`src/rtl/i2c_reg_seq.sv`:
```
// i2c_reg_seq: register-level I2C transaction sequencer.
// Turns one register read/write request into the ordered byte ops of the
// downstream byte engine (START+addr, reg addr, repeated START, data, STOP),
// aborts with a stop-only op on an address/register NACK, and guards every
// byte op with a saturating watchdog (TIMEOUT_CYC = 0 disables it).
// Build option: define I2C_REG16_EN for 16-bit register addresses (high byte
// first); without it the register address is 8 bits and i_req_reg[15:8] is
// ignored.
// All outputs are registered from the next-state values, so an accept at
// cycle T is visible on o_busy/o_byte_valid at T+1.
module i2c_reg_seq #(
    parameter int unsigned TIMEOUT_CYC = 32'd2_000_000
) (
    input  logic        clk,
    input  logic        rst_n,
    input  logic        i_req_valid,
    output logic        o_req_ready,
    input  logic        i_req_rw,
    input  logic [6:0]  i_req_dev,
    input  logic [15:0] i_req_reg,
    input  logic [7:0]  i_req_wdata,
    output logic        o_done,
    output logic        o_err,
    output logic [7:0]  o_rd_data,
    output logic        o_busy,
    output logic        o_byte_valid,
    input  logic        i_byte_ready,
    output logic        o_byte_start,
    output logic        o_byte_wr,
    output logic        o_byte_rd,
    output logic        o_byte_stop,
    output logic [7:0]  o_byte_wdata,
    input  logic        i_byte_done,
    input  logic        i_byte_nack,
    input  logic [7:0]  i_byte_rdata
);

    typedef enum logic [2:0] {
        S_IDLE        = 3'd0,
        S_ISSUE       = 3'd1,
        S_WAIT        = 3'd2,
        S_ABORT_ISSUE = 3'd3,
        S_ABORT_WAIT  = 3'd4,
        S_FIN         = 3'd5
    } state_t;

    // Byte op packing: {start, wr, rd, stop, data[7:0]}
    localparam logic [11:0] OP_NONE  = 12'h000;
    localparam logic [11:0] OP_ABORT = {4'b0001, 8'hFF};

`ifdef I2C_REG16_EN
    localparam logic REG16 = 1'b1;
    logic [7:0] reg_hi_s;
    assign reg_hi_s = i_req_reg[15:8];
`else
    localparam logic REG16 = 1'b0;
    logic [7:0] reg_hi_s;
    logic       unused_reg_hi_s;
    assign reg_hi_s        = 8'h00;
    assign unused_reg_hi_s = ^i_req_reg[15:8];
`endif

    // Step 0 dev+W, 1 reg hi, 2 reg lo, 3 data (write) or dev+R (read), 4 read byte.
    function automatic logic [11:0] op_decode(input logic [2:0] step, input logic rw,
                                              input logic [6:0] dev, input logic [15:0] rg,
                                              input logic [7:0] wd);
        logic [11:0] op;
        case (step)
            3'd0:    op = {4'b1100, dev, 1'b0};
            3'd1:    op = {4'b0100, rg[15:8]};
            3'd2:    op = {4'b0100, rg[7:0]};
            3'd3:    op = rw ? {4'b1100, dev, 1'b1} : {4'b0101, wd};
            3'd4:    op = {4'b0011, 8'hFF};
            default: op = OP_NONE;
        endcase
        return op;
    endfunction

    state_t      state_q, state_d;
    logic [2:0]  step_q, step_d;
    logic        rw_q, rw_d;
    logic [6:0]  dev_q, dev_d;
    logic [15:0] reg_q, reg_d;
    logic [7:0]  wdata_q, wdata_d;
    logic        err_q, err_d;
    logic [31:0] wdog_q, wdog_d;
    logic [7:0]  rd_data_q, rd_data_d;

    logic [11:0] out_op_q, out_op_d;
    logic        byte_valid_q, byte_valid_d;
    logic        busy_q, busy_d;
    logic        ready_q, ready_d;
    logic        done_q, done_d;
    logic        err_out_q, err_out_d;

    logic        op_is_rd_s;
    logic        op_has_stop_s;
    logic        last_step_s;
    logic        timeout_s;
    logic [2:0]  step_next_s;
    logic [31:0] wdog_inc_s;

    assign op_is_rd_s    = (step_q == 3'd4);
    assign op_has_stop_s = op_is_rd_s || ((step_q == 3'd3) && !rw_q);
    assign last_step_s   = rw_q ? (step_q == 3'd4) : (step_q == 3'd3);
    assign step_next_s   = (!REG16 && (step_q == 3'd0)) ? 3'd2 : (step_q + 3'd1);
    assign wdog_inc_s    = (wdog_q == 32'hFFFF_FFFF) ? wdog_q : (wdog_q + 32'd1);
    assign timeout_s     = (TIMEOUT_CYC != 32'd0) && (wdog_q >= (TIMEOUT_CYC - 32'd1));

    // State and context registers.
    always_ff @(posedge clk or negedge rst_n) begin
        if (!rst_n) begin
            state_q   <= S_IDLE;
            step_q    <= 3'd0;
            rw_q      <= 1'b0;
            dev_q     <= 7'd0;
            reg_q     <= 16'd0;
            wdata_q   <= 8'd0;
            err_q     <= 1'b0;
            wdog_q    <= 32'd0;
            rd_data_q <= 8'd0;
        end else begin
            state_q   <= state_d;
            step_q    <= step_d;
            rw_q      <= rw_d;
            dev_q     <= dev_d;
            reg_q     <= reg_d;
            wdata_q   <= wdata_d;
            err_q     <= err_d;
            wdog_q    <= wdog_d;
            rd_data_q <= rd_data_d;
        end
    end

    // Next-state and context update logic.
    always_comb begin
        state_d   = state_q;
        step_d    = step_q;
        rw_d      = rw_q;
        dev_d     = dev_q;
        reg_d     = reg_q;
        wdata_d   = wdata_q;
        err_d     = err_q;
        wdog_d    = wdog_q;
        rd_data_d = rd_data_q;
        case (state_q)
            S_IDLE: begin
                if (i_req_valid && ready_q) begin
                    rw_d    = i_req_rw;
                    dev_d   = i_req_dev;
                    reg_d   = {reg_hi_s, i_req_reg[7:0]};
                    wdata_d = i_req_wdata;
                    step_d  = 3'd0;
                    err_d   = 1'b0;
                    state_d = S_ISSUE;
                end else begin
                    state_d = S_IDLE;
                end
            end
            S_ISSUE: begin
                if (i_byte_ready) begin
                    wdog_d  = 32'd0;
                    state_d = S_WAIT;
                end else begin
                    state_d = S_ISSUE;
                end
            end
            S_WAIT: begin
                if (i_byte_done) begin
                    if (op_is_rd_s) begin
                        rd_data_d = i_byte_rdata;
                    end else begin
                        rd_data_d = rd_data_q;
                    end
                    if (!op_is_rd_s && i_byte_nack) begin
                        err_d   = 1'b1;
                        state_d = op_has_stop_s ? S_FIN : S_ABORT_ISSUE;
                    end else if (last_step_s) begin
                        state_d = S_FIN;
                    end else begin
                        step_d  = step_next_s;
                        state_d = S_ISSUE;
                    end
                end else if (timeout_s) begin
                    err_d   = 1'b1;
                    state_d = S_FIN;
                end else begin
                    wdog_d  = wdog_inc_s;
                end
            end
            S_ABORT_ISSUE: begin
                if (i_byte_ready) begin
                    wdog_d  = 32'd0;
                    state_d = S_ABORT_WAIT;
                end else begin
                    state_d = S_ABORT_ISSUE;
                end
            end
            S_ABORT_WAIT: begin
                if (i_byte_done) begin
                    state_d = S_FIN;
                end else if (timeout_s) begin
                    err_d   = 1'b1;
                    state_d = S_FIN;
                end else begin
                    wdog_d  = wdog_inc_s;
                end
            end
            S_FIN: begin
                state_d = S_IDLE;
            end
            default: begin
                state_d = S_IDLE;
            end
        endcase
    end

    // Output values derived from the next state, registered below.
    always_comb begin
        byte_valid_d = 1'b0;
        out_op_d     = OP_NONE;
        if (state_d == S_ISSUE) begin
            byte_valid_d = 1'b1;
            out_op_d     = op_decode(step_d, rw_d, dev_d, reg_d, wdata_d);
        end else if (state_d == S_ABORT_ISSUE) begin
            byte_valid_d = 1'b1;
            out_op_d     = OP_ABORT;
        end else begin
            byte_valid_d = 1'b0;
            out_op_d     = OP_NONE;
        end
        busy_d    = (state_d != S_IDLE);
        ready_d   = (state_d == S_IDLE);
        done_d    = (state_d == S_FIN);
        err_out_d = (state_d == S_FIN) && err_d;
    end

    // Output registers.
    always_ff @(posedge clk or negedge rst_n) begin
        if (!rst_n) begin
            out_op_q     <= OP_NONE;
            byte_valid_q <= 1'b0;
            busy_q       <= 1'b0;
            ready_q      <= 1'b0;
            done_q       <= 1'b0;
            err_out_q    <= 1'b0;
        end else begin
            out_op_q     <= out_op_d;
            byte_valid_q <= byte_valid_d;
            busy_q       <= busy_d;
            ready_q      <= ready_d;
            done_q       <= done_d;
            err_out_q    <= err_out_d;
        end
    end

    assign o_req_ready  = ready_q;
    assign o_busy       = busy_q;
    assign o_done       = done_q;
    assign o_err        = err_out_q;
    assign o_rd_data    = rd_data_q;
    assign o_byte_valid = byte_valid_q;
    assign o_byte_start = out_op_q[11];
    assign o_byte_wr    = out_op_q[10];
    assign o_byte_rd    = out_op_q[9];
    assign o_byte_stop  = out_op_q[8];
    assign o_byte_wdata = out_op_q[7:0];

endmodule

```
`config.mk`:
```
export PLATFORM = sky130hd
export DESIGN_NAME = i2c_reg_seq
export DESIGN_NICKNAME = d
export VERILOG_FILES = /design/src/rtl/i2c_reg_seq.sv
export SDC_FILE = /design/constraint.sdc
export NUM_CORES = 1
export LEC_CHECK = 0
export BUFFER_PORTS_ARGS = -buffer_cell sky130_fd_sc_hd__clkbuf_2
export CAP_MARGIN = 20
export CORE_ASPECT_RATIO = 1.25
export CORE_MARGIN = 4
export CORE_UTILIZATION = 30
export DETAILED_ROUTE_END_ITERATION = 10
export SLEW_MARGIN = 20
export SYNTH_ARGS = -nofsm -noshare
export SYNTH_HDL_FRONTEND = slang
export SYNTH_SLANG_ARGS = --single-unit
```
`constraint.sdc`:
```
create_clock -name clk -period 3.3 [get_ports clk]
set_input_delay 0.33 -clock clk [delete_from_list [all_inputs] [get_ports clk]]
set_output_delay 0.33 -clock clk [all_outputs]
set_load 0.1 [all_outputs]
```
==> results of run 1 <==
==> how the worst min path moves through the flow <==
stage | cells past startpoint | endpoint | slack (ns)
3_5_place_dp | 2 | dev_q[3]$_DFF_PN0_ | 0.46
5_1_grt | 1 | o_rd_data[4]$_DFFE_PN0P_ | 0.20
3_3_place_gp | 2 | reg_q[0]$_DFF_PN0_ | 0.46
6_report | 1 | o_rd_data[4]$_DFFE_PN0P_ | 0.11
4_1_cts | 1 | o_rd_data[2]$_DFFE_PN0P_ | 0.17
2_1_floorplan | 0 | dev_q[0]$_DFF_PN0_ | 0.03
==> worst reg2reg max path: stages, from the launching register on <==
cell     delay [ns]
dfrtp_1        0.38
ha_1           0.20
ha_1           0.17
nor2b_1        0.17
nor4_4         0.26
a221o_1        0.18
and2_2         0.29
inv_2          0.11
nor3_1         0.67
a22oi_1        0.20
a41oi_1        0.24
==> layer usage <==
layer / GRT usage [%] / wire (um) / vias up
met5: 0 / 0 / -
met4: 5.07 / 159 / 0
met3: 3.15 / 489 / 14
met2: 22.6 / 5400 / 64
met1: 16.2 / 4260 / 1635
li1: - / - / 1624
==> power groups by stage <==
stage	Combinational [mW]	Clock, mW	Sequential [mW]
after global routing	2.03	1.12	1.63
after detailed placement	1.88	0	1.62
after CTS	1.89	1.08	1.60
final	1.87	1.04	1.60
after global placement	1.85	0	1.61
after floorplan	0.930	0	2.12
==> through the flow <==
| step | area, um^2 | hold slack (ns) | utilization [%] | worst slack [ns] |
|---|---|---|---|---|
| 2_1_floorplan | 4350 | 0.0344 | - | 0.453 |
| 3_3_place_gp | 4870 | 0.458 | 34.8 | 0.266 |
| 3_5_place_dp | 4870 | 0.463 | 34.8 | 0.137 |
| 4_1_cts | 5170 | 0.166 | 36.9 | 0.152 |
| 5_1_grt | 5170 | 0.196 | 37.0 | 0.0588 |
| 6_report | 5170 | 0.106 | 37.0 | 0.333 |
==> cell type report <==
type,instances,share of cell area [%]
clock buffers,11,4.69
well taps,175,4.23
clock inverters,4,1.06
inverters,16,1.16
flip-flops and latches,96,46.4
repair buffers,71,7.35
multi-input cells,303,35.1
==> registers in the layout, summed over array words and instances (netlist names) <==
signal and cells:
reg_q 16, o_busy 1, o_done 1, o_rd_data 8
state_q 3, wdata_q 8, rw_q 1, o_err 1
out_op_q 12, o_req_ready 1, step_q 3, wdog_q 32
o_byte_valid 1, err_q 1, dev_q 7
==> cells by family after synthesis <==
group	Yosys count	share of synthesized area [%]
adder cells (fa/ha/maj)	4	1.15
flip-flops	96	55.3
multiplexers	12	3.08
AND/OR/NAND/NOR	218	24.9
XOR/XNOR	16	3.22
buffers and inverters	32	3.14
AO/OA/AOI/OAI	53	9.24
==> cell usage after synthesis (all sizes together) (6+ instances only) <==
master / count
and2: 24
mux2: 11
a21oi: 12
nor2: 37
xnor2: 14
dfrtp: 96
inv: 16
a41oi: 6
nor3: 13
buf: 6
nor4: 13
clkbuf: 10
nand2: 91
a22oi: 6
nand3: 15
==> impl_metrics.env, run 1 <==
export IMPL_seq_area_frac_synth_pct=55.3
export IMPL_ioPinCount=71
export IMPL_clock_latency_ns=0.35
export IMPL_antenna_cells=0
export IMPL_h_tree_depth=3
export IMPL_yosysTopAreaCellShare_pct=55.3
export IMPL_flop_to_flop_setup_slack_ns=0.33
export IMPL_chipWidth_um=116
export IMPL_critPathSlowestCell="nor3_1"
export IMPL_die_h_um=143
export IMPL_timing_final_max_slew_violations=0
export IMPL_worst_r2r_endpoint="out_op_q[3]$_DFF_PN0_"
export IMPL_postSynthNetCount=481
export IMPL_origin_of_the_worst_setup_path="step_q[0]$_DFF_PN0_"
export IMPL_path_delay_family="simple AND/OR/NAND/NOR gates"
export IMPL_sum_of_negative_setup_slack_ns=0
export IMPL_yosysUniqueCellTypes=57
export IMPL_ff2ff_path_depth=10
export IMPL_worst_setup_path_end_kind="flip-flop"
export IMPL_areaGrowthSynthToFinish_pct=19.0
export IMPL_synthArstFlopShare_pct=100
export IMPL_num_rows=48
export IMPL_maximum_number_of_pins_on_one_net_before_global_route_repair=74
export IMPL_mostFrequentLayoutCell="dfrtp_1"
export IMPL_ys_top_cells_by_area="dfrtp_1 55%, nand2_1 7.9%, and2_1 3.3%, nor2_1 3.1%, mux2_2 2.8%"
export IMPL_cts_hold_fix_buffers=0
export IMPL_core_um2=14000
export IMPL_detailedRoute_firstPassIterationCount=4
export IMPL_worst_pin_slew_ns=0.937
export IMPL_critPathLaunchType="flip-flop"
export IMPL_final_layout_size_suffix_gt1_share_pct=23.2
export IMPL_power_internal_mw=2.54
export IMPL_grt_setup_unrepaired="no"
export IMPL_seqCellArea_um2=2400
export IMPL_ctsLongestPathBuffers=2
export IMPL_worst_clock_skew_ns=0.00951
export IMPL_worst_path_buf_inv=1
export IMPL_fmax_mhz=337
export IMPL_power_share_combinational_pct=41.5
export IMPL_dr_first_iter_drc_count=141
export IMPL_synth_largest_area_cell="dfrtp_1"
export IMPL_via_count=3337
export IMPL_p_seq_share_pct=35.4
export IMPL_timing_critical_path_depth=10
export IMPL_final_hold_viol_count=0
export IMPL_critical_path_cell_chain="ha_1 > ha_1 > nor2b_1 > nor4_4 > a221o_1 > and2_2 > inv_2 > nor3_1 > a22oi_1 > a41oi_1"
export IMPL_start_util_pct=31.1
export IMPL_place_inst=661
export IMPL_avgRoutedWirePerCell_um=15.3
export IMPL_grt_antenna_before_repair=0
export IMPL_hold_path_class="input pin to async pin"
export IMPL_p_leak_nw=2.47
export IMPL_via_per_inst=4.94
export IMPL_synthesis_area_um2=4350
export IMPL_wirelength_um=10300
export IMPL_power_switching_share_pct=43.8
export IMPL_layoutNonFillerInstCount=676
export IMPL_min_period_ns=2.97
export IMPL_post_cts_setup_buffer_count=0
export IMPL_worst_ep_required_time_ns=3.56
export IMPL_fp_dieArea_um2=16500
export IMPL_setup_worst_path_class="flip-flop to flip-flop"
export IMPL_nets=547
export IMPL_clk_transition_reported_paths_ns=0.06
export IMPL_power_per_cell_area_nw_per_um2=872
export IMPL_postSynthAreaPerCell_um2=10.1
export IMPL_max_vdd_ir_drop_mv=0.433
export IMPL_critPathMostFrequentCell="ha_1"
export IMPL_worst_ep_arrival_time_ns=3.22
export IMPL_mostFrequentLayoutCells="96 x dfrtp_1, 91 x nand2_1, 61 x clkbuf_2"
export IMPL_synth_edf_count=0
export IMPL_leftover_overflow_at_the_end_of_global_routing=0
export IMPL_setup_violations_final=0
export IMPL_ant_nets=0
export IMPL_final_period_utilization_pct=89.9
export IMPL_root_buffer_cell="clkbuf_16"
export IMPL_max_cap_violations=0
export IMPL_gr_usage_all_layers_pct=13.3
export IMPL_multiInputGateArea_um2=1810
export IMPL_io_buffers=62
export IMPL_total_switching_power_mw=1.97
export IMPL_p_clk_share_pct=23.2
export IMPL_total_number_of_yosys_warnings=0
export IMPL_synth_top_flop_cell="dfrtp_1"
export IMPL_drc=0
export IMPL_cts_tree="built"
export IMPL_post_synth_inst_count=431
export IMPL_nFillCells=1408
export IMPL_clock_sinks=96
export IMPL_rr_startpoint="step_q[0]$_DFF_PN0_"
export IMPL_status="completed"
export IMPL_place_hpwl_um=7400
export IMPL_crit_end="out_op_q[3]$_DFF_PN0_"
export IMPL_globalplace_congestion=0.825
export IMPL_synth_seq_cells=96
export IMPL_path_max_fanout=13
export IMPL_finalPower_mw=4.51
export IMPL_cp_slowest_stage_delay_ns=0.67
export IMPL_timing_slew_headroom_pct=37.5
export IMPL_cts_repair_resize_count=0
export IMPL_via_count_of_the_first_global_routing_pass=3442
export IMPL_cts_buffers=9
export IMPL_first_pass_grt_wire_length_um=17200
Note: power is estimated with default switching activity, not from simulation.
==> run 2, diff against run 1 <==
Settings changed: ABC_AREA set to 1.
==> impl_metrics.env, run 2 <==
export IMPL_status="finished, violations left"
export IMPL_violations="hold timing"
export IMPL_via_count=3973
export IMPL_yosysTopAreaCellShare_pct=48.8
export IMPL_largest_reg_flops=32
export IMPL_synth_commonest_cells="202 x nand2_1, 96 x dfrtp_1, 69 x nor2_1"
export IMPL_worst_ep_required_time_ns=3.58
export IMPL_post_synth_top_count_cell="nand2_1"
export IMPL_place_inst=867
export IMPL_critPathLaunchType="flip-flop"
export IMPL_h_tree_depth=3
export IMPL_synthesis_area_um2=4920
export IMPL_die_h_um=151
export IMPL_regMostFlops="wdog_q"
export IMPL_setup_violations_final=0
export IMPL_hold_path_class="input pin to async pin"
export IMPL_p_seq_share_pct=33.6
export IMPL_chipWidth_um=123
export IMPL_synth_seq_cells=96
export IMPL_detailedRoute_firstPassIterationCount=4
export IMPL_critical_path_cell_chain="inv_1 > ha_1 > nand2_2 > nand2_2 > nand2_1 > nor2_1 > nand2_1 > nand2_1 > nand2_1 > nand2_4 > inv_2 > nor3_4 > nand2_1 > nand2_1 > nand2_1 > nand2_1"
export IMPL_root_buffer_cell="clkbuf_16"
export IMPL_max_vdd_ir_drop_mv=0.488
export IMPL_ys_top_cells_by_area="dfrtp_1 49%, nand2_1 15%, nor2_1 5.3%, nand4_1 4.4%, inv_1 4.2%"
export IMPL_postLayoutCoreUtil_pct=35.6
export IMPL_clock_sinks=96
export IMPL_num_rows=52
export IMPL_grt_setup_unrepaired="no"
export IMPL_max_cap_violations=0
export IMPL_nFillCells=1759
export IMPL_globalplace_congestion=0.827
export IMPL_place_hpwl_um=8460
export IMPL_via_count_of_the_first_global_routing_pass=3937
export IMPL_avgRoutedWirePerCell_um=13.2
export IMPL_multiInputGateArea_um2=2170
export IMPL_wirelength_um=11600
export IMPL_hold_ws_ns=-0.0123
export IMPL_critPathMostFrequentCell="nand2_1"
export IMPL_ctsLongestPathBuffers=2
export IMPL_power_share_combinational_pct=45.1
export IMPL_reg_largest_list="wdog_q x32, reg_q x16, out_op_q x12"
export IMPL_fp_dieArea_um2=18500
export IMPL_antenna_cells=0
export IMPL_drc=0
export IMPL_worst_ep_arrival_time_ns=2.63
export IMPL_p_clk_share_pct=21.3
export IMPL_worst_setup_path_end_kind="flip-flop"
export IMPL_power_per_cell_area_nw_per_um2=839
export IMPL_place_ws_ns=0.951
export IMPL_post_synth_inst_count=597
export IMPL_synth_edf_count=0
export IMPL_synthArstFlopShare_pct=100
export IMPL_areaGrowthSynthToFinish_pct=16.6
export IMPL_cts_repair_resize_count=0
export IMPL_layoutNonFillerInstCount=883
export IMPL_path_max_fanout=25
export IMPL_worst_clock_skew_ns=0.00810
export IMPL_clock_latency_ns=0.35
export IMPL_setup_worst_path_class="flip-flop to flip-flop"
export IMPL_finish_instance_area_um2=5740
export IMPL_worst_path_buf_inv=2
export IMPL_via_per_inst=4.50
export IMPL_cts_hold_fix_buffers=0
export IMPL_finalPower_mw=4.81
export IMPL_critPathSlowestCell="dfrtp_1"
export IMPL_ant_nets=0
export IMPL_leftover_overflow_at_the_end_of_global_routing=0
export IMPL_final_hold_viol_count=4
export IMPL_ioPinCount=71
export IMPL_fmax_mhz=426
export IMPL_mostFrequentLayoutCell="nand2_1"
export IMPL_synth_top_flop_cell="dfrtp_1"
export IMPL_cts_tree="built"
export IMPL_p_leak_nw=3.06
export IMPL_start_util_pct=30.5
export IMPL_total_switching_power_mw=2.32
export IMPL_power_switching_share_pct=48.1
export IMPL_io_buffers=62
export IMPL_first_pass_grt_wire_length_um=19300
export IMPL_nets=712
export IMPL_final_layout_size_suffix_gt1_share_pct=20.5
export IMPL_clk_transition_reported_paths_ns=0.07
export IMPL_dr_first_iter_drc_count=219
export IMPL_timing_slew_headroom_pct=56.0
export IMPL_mostFrequentLayoutCells="202 x nand2_1, 96 x dfrtp_1, 69 x nor2_1"
export IMPL_path_delay_family="simple AND/OR/NAND/NOR gates"
export IMPL_timing_final_max_slew_violations=0
export IMPL_core_um2=16100
export IMPL_postSynthAreaPerCell_um2=8.24
export IMPL_postSynthNetCount=647
export IMPL_sum_of_negative_setup_slack_ns=0
export IMPL_final_period_utilization_pct=71.1
export IMPL_total_number_of_yosys_warnings=0
export IMPL_dpl_instance_area_um2=5450
export IMPL_final_setup_slack_of_the_worst_path_ns=0.954
export IMPL_seq_area_frac_synth_pct=48.8
export IMPL_post_cts_setup_buffer_count=0
export IMPL_synth_largest_area_cell="dfrtp_1"
export IMPL_min_period_ns=2.35
export IMPL_cp_slowest_stage_delay_ns=0.43
export IMPL_yosysUniqueCellTypes=39
export IMPL_power_internal_mw=2.50
export IMPL_worst_pin_slew_ns=0.660
export IMPL_grt_antenna_before_repair=0
export IMPL_cts_buffers=9
export IMPL_gr_usage_all_layers_pct=13.5
export IMPL_maximum_number_of_pins_on_one_net_before_global_route_repair=51
export IMPL_seqCellArea_um2=2400
## run 2: kinds of logic (layout without fill, tap and decap cells)
| kind of cell | Yosys count | in the layout | synth area share, % |
|---|---|---|---|
| muxes | 9 | 9 | 2.03 |
| AOI/OAI and AO/OA | 27 | 27 | 2.92 |
| xor gates and xnor gates | 9 | 9 | 1.60 |
| buffers and inverters | 77 | 147 | 7.02 |
| adders and majority gates | 4 | 4 | 1.02 |
| DFF | 96 | 96 | 48.8 |
| and+or+nand+nor | 375 | 375 | 36.6 |
## run 2: cell type report
cell class | count | area share [%]
Clock buffer | 9 | 3.92
Clock inverter | 7 | 1.11
Inverter | 63 | 4.25
Multi-Input combinational cell | 424 | 37.9
Sequential cell | 96 | 41.9
Tap cell | 216 | 4.71
Timing Repair Buffer | 68 | 6.24
## run 2: path summary, 6_finish.rpt
check                                startpoint                        to  slack [ns]  cells after the start
max                         step_q[0]$_DFF_PN0_     out_op_q[7]$_DFF_PN0_        0.95                     16
min in group clk                i_byte_rdata[6]  o_rd_data[6]$_DFFE_PN0P_        0.21                      2
min                                       rst_n  o_rd_data[6]$_DFFE_PN0P_       -0.01                      1
min reg2reg                wdata_q[4]$_DFF_PN0_      wdata_q[4]$_DFF_PN0_        0.47                      2
max reg2reg                 step_q[0]$_DFF_PN0_     out_op_q[7]$_DFF_PN0_        0.95                     16
max in group asynchronous                 rst_n     o_req_ready$_DFF_PN0_        2.51                      2
## run 2: power by group through the flow
stage	Sequential [mW]	Clock, mW	Combinational (mW)
after global routing	1.65	1.11	2.40
after floorplan	2.15	0	1.23
after global placement	1.63	0	2.19
after detailed placement	1.64	0	2.21
final	1.62	1.02	2.17
after CTS	1.62	1.07	2.21
## run 2: worst reg2reg max path, delay by kind of cell (launching register included)
| kind | cells | cell delay, ns |
|---|---|---|
| flip-flops | 1 | 0.43 |
| buffers and inverters | 2 | 0.26 |
| AND/OR/NAND/NOR | 13 | 1.36 |
| adder cells (fa/ha/maj) | 1 | 0.24 |
## run 2: routing by layer
metal | track usage, % | wire length (um)
met5 | 0 | 0
met2 | 23.7 | 5760
met4 | 4.99 | 225
met1 | 15.8 | 5090
met3 | 3.36 | 537
==> run 3, diff against run 2 <==
Clock period 3.3 ns to 2.3 ns, I/O delays scaled along.
==> impl_metrics.env, run 3 (synthesis gave the netlist of run 2 again) <==
export IMPL_status="completed"
export IMPL_max_cap_violations=0
export IMPL_worst_setup_path_end_kind="flip-flop"
export IMPL_final_hold_viol_count=0
export IMPL_final_setup_slack_of_the_worst_path_ns=0.177
export IMPL_worst_path_buf_inv=0
export IMPL_timing_slew_headroom_pct=62.8
export IMPL_worst_clock_skew_ns=0.0130
export IMPL_place_ws_ns=0.0729
export IMPL_critPathSlowestCell="dfrtp_1"
export IMPL_worst_ep_required_time_ns=2.58
export IMPL_h_tree_depth=3
export IMPL_start_util_pct=30.5
export IMPL_critPathLaunchType="flip-flop"
export IMPL_via_count=4077
export IMPL_worst_ep_arrival_time_ns=2.40
export IMPL_cp_slowest_stage_delay_ns=0.42
export IMPL_largest_reg_flops=32
export IMPL_first_pass_grt_wire_length_um=20100
export IMPL_max_vdd_ir_drop_mv=0.627
export IMPL_finalPower_mw=7.31
export IMPL_timing_final_max_slew_violations=0
export IMPL_areaGrowthSynthToFinish_pct=22.5
export IMPL_mostFrequentLayoutCells="200 x nand2_1, 95 x dfrtp_1, 69 x nor2_1"
export IMPL_worst_pin_slew_ns=0.553
export IMPL_setup_worst_path_class="flip-flop to flip-flop"
export IMPL_detailedRoute_firstPassIterationCount=4
export IMPL_drc=0
export IMPL_grt_antenna_before_repair=1
export IMPL_nets=737
export IMPL_p_leak_nw=3.21
export IMPL_hold_path_class="input pin to flip-flop"
export IMPL_postLayoutCoreUtil_pct=37.4
export IMPL_min_period_ns=2.12
export IMPL_gr_usage_all_layers_pct=14.0
export IMPL_io_buffers=62
export IMPL_avgRoutedWirePerCell_um=13.1
export IMPL_ant_nets=0
export IMPL_path_delay_family="simple AND/OR/NAND/NOR gates"
export IMPL_nFillCells=1720
export IMPL_p_seq_share_pct=31.6
export IMPL_via_count_of_the_first_global_routing_pass=4172
export IMPL_fp_dieArea_um2=18500
export IMPL_clock_sinks=96
export IMPL_die_h_um=151
export IMPL_clk_transition_reported_paths_ns=0.07
export IMPL_reg_largest_list="wdog_q x32, reg_q x16, out_op_q x12"
export IMPL_power_switching_share_pct=46.0
export IMPL_critical_path_cell_chain="ha_1 > ha_1 > nand2_2 > nand3_4 > nand2_2 > nand2_2 > nand2_4 > nand2_8 > nor3_4 > nand2_1 > nand2_1 > nand2_1 > nand2_1"
export IMPL_root_buffer_cell="clkbuf_16"
export IMPL_clock_latency_ns=0.36
export IMPL_hold_ws_ns=0.107
export IMPL_cts_tree="built"
export IMPL_layoutNonFillerInstCount=908
export IMPL_wirelength_um=11900
export IMPL_place_hpwl_um=8850
export IMPL_path_max_fanout=10
export IMPL_via_per_inst=4.49
export IMPL_final_period_utilization_pct=92.3
export IMPL_core_um2=16100
export IMPL_fmax_mhz=471
export IMPL_total_switching_power_mw=3.36
export IMPL_chipWidth_um=123
export IMPL_num_rows=52
export IMPL_ioPinCount=71
export IMPL_leftover_overflow_at_the_end_of_global_routing=0
export IMPL_critPathMostFrequentCell="nand2_1"
export IMPL_final_layout_size_suffix_gt1_share_pct=24.1
export IMPL_ctsLongestPathBuffers=2
export IMPL_cts_buffers=9
export IMPL_mostFrequentLayoutCell="nand2_1"
export IMPL_globalplace_congestion=0.856
export IMPL_place_inst=886
export IMPL_dr_first_iter_drc_count=171
export IMPL_regMostFlops="wdog_q"
export IMPL_p_clk_share_pct=21.3
export IMPL_antenna_cells=0
export IMPL_power_internal_mw=3.95
export IMPL_maximum_number_of_pins_on_one_net_before_global_route_repair=46
export IMPL_power_share_combinational_pct=47.1
export IMPL_setup_violations_final=0
export IMPL_power_per_cell_area_nw_per_um2=1210
[run 3: worst register-to-register path, delay by kind of cell (launching register included)]
kind / cells / cell delay (ns)
simple gates: 11 / 1.23
fa+ha+maj: 2 / 0.38
flops: 1 / 0.42
[run 3: through the flow]
stage                     TNS (ns)  cell area (um^2)
after floorplan                  0              4920
after global placement           0              5640
after detailed placement         0              5640
after CTS                        0              5960
after global routing       -0.0167              6030
final                            0              6030
[run 3: power by group through the flow]
stage | logic (mW) | registers, mW | clock network, mW
after global routing | 3.81 | 2.36 | 1.68
after floorplan | 1.76 | 3.09 | 0
after detailed placement | 3.40 | 2.35 | 0
final | 3.45 | 2.31 | 1.55
after CTS | 3.42 | 2.32 | 1.62
after global placement | 3.38 | 2.34 | 0
[run 3: what timing repair did]
action,CTS,global route
setup buffers,0,5
endpoints found under the setup margin,0,10
gates resized for setup,0,8
endpoints found under the hold margin,22,0
hold buffers,1,0
[run 3: worst paths after layout]
| kind | from | end | slack [ns] | cells after the start |
|---|---|---|---|---|
| min in group asynchronous | rst_n | wdog_q[11]$_DFFE_PN0P_ | 0.33 | 2 |
| min reg2reg | wdog_q[21]$_DFFE_PN0P_ | wdog_q[21]$_DFFE_PN0P_ | 0.47 | 2 |
| min | i_req_wdata[6] | wdata_q[6]$_DFF_PN0_ | 0.11 | 3 |
| max in group asynchronous | rst_n | o_req_ready$_DFF_PN0_ | 1.37 | 3 |
| max | step_q[1]$_DFF_PN0_ | out_op_q[2]$_DFF_PN0_ | 0.18 | 13 |
| max reg2reg | step_q[1]$_DFF_PN0_ | out_op_q[2]$_DFF_PN0_ | 0.18 | 13 |
[run 3: area by class of cell]
cell class	instances	area, um^2	area share (%)
clock buffer	10	239	3.96
clock inverter	6	65.1	1.08
inverter	63	244	4.05
multi-input combinational	424	2210	36.6
sequential	96	2400	39.9
tap	216	270	4.48
timing repair buffer	93	598	9.92
[run 3: per-layer routing]
layer / GRT usage [%] / up-vias / wire, um
met5: 0 / - / 10
met4: 4.76 / 2 / 225
met3: 3.81 / 20 / 445
met2: 25.0 / 67 / 6190
met1: 16.0 / 1902 / 5000
li1: - / 2086 / -
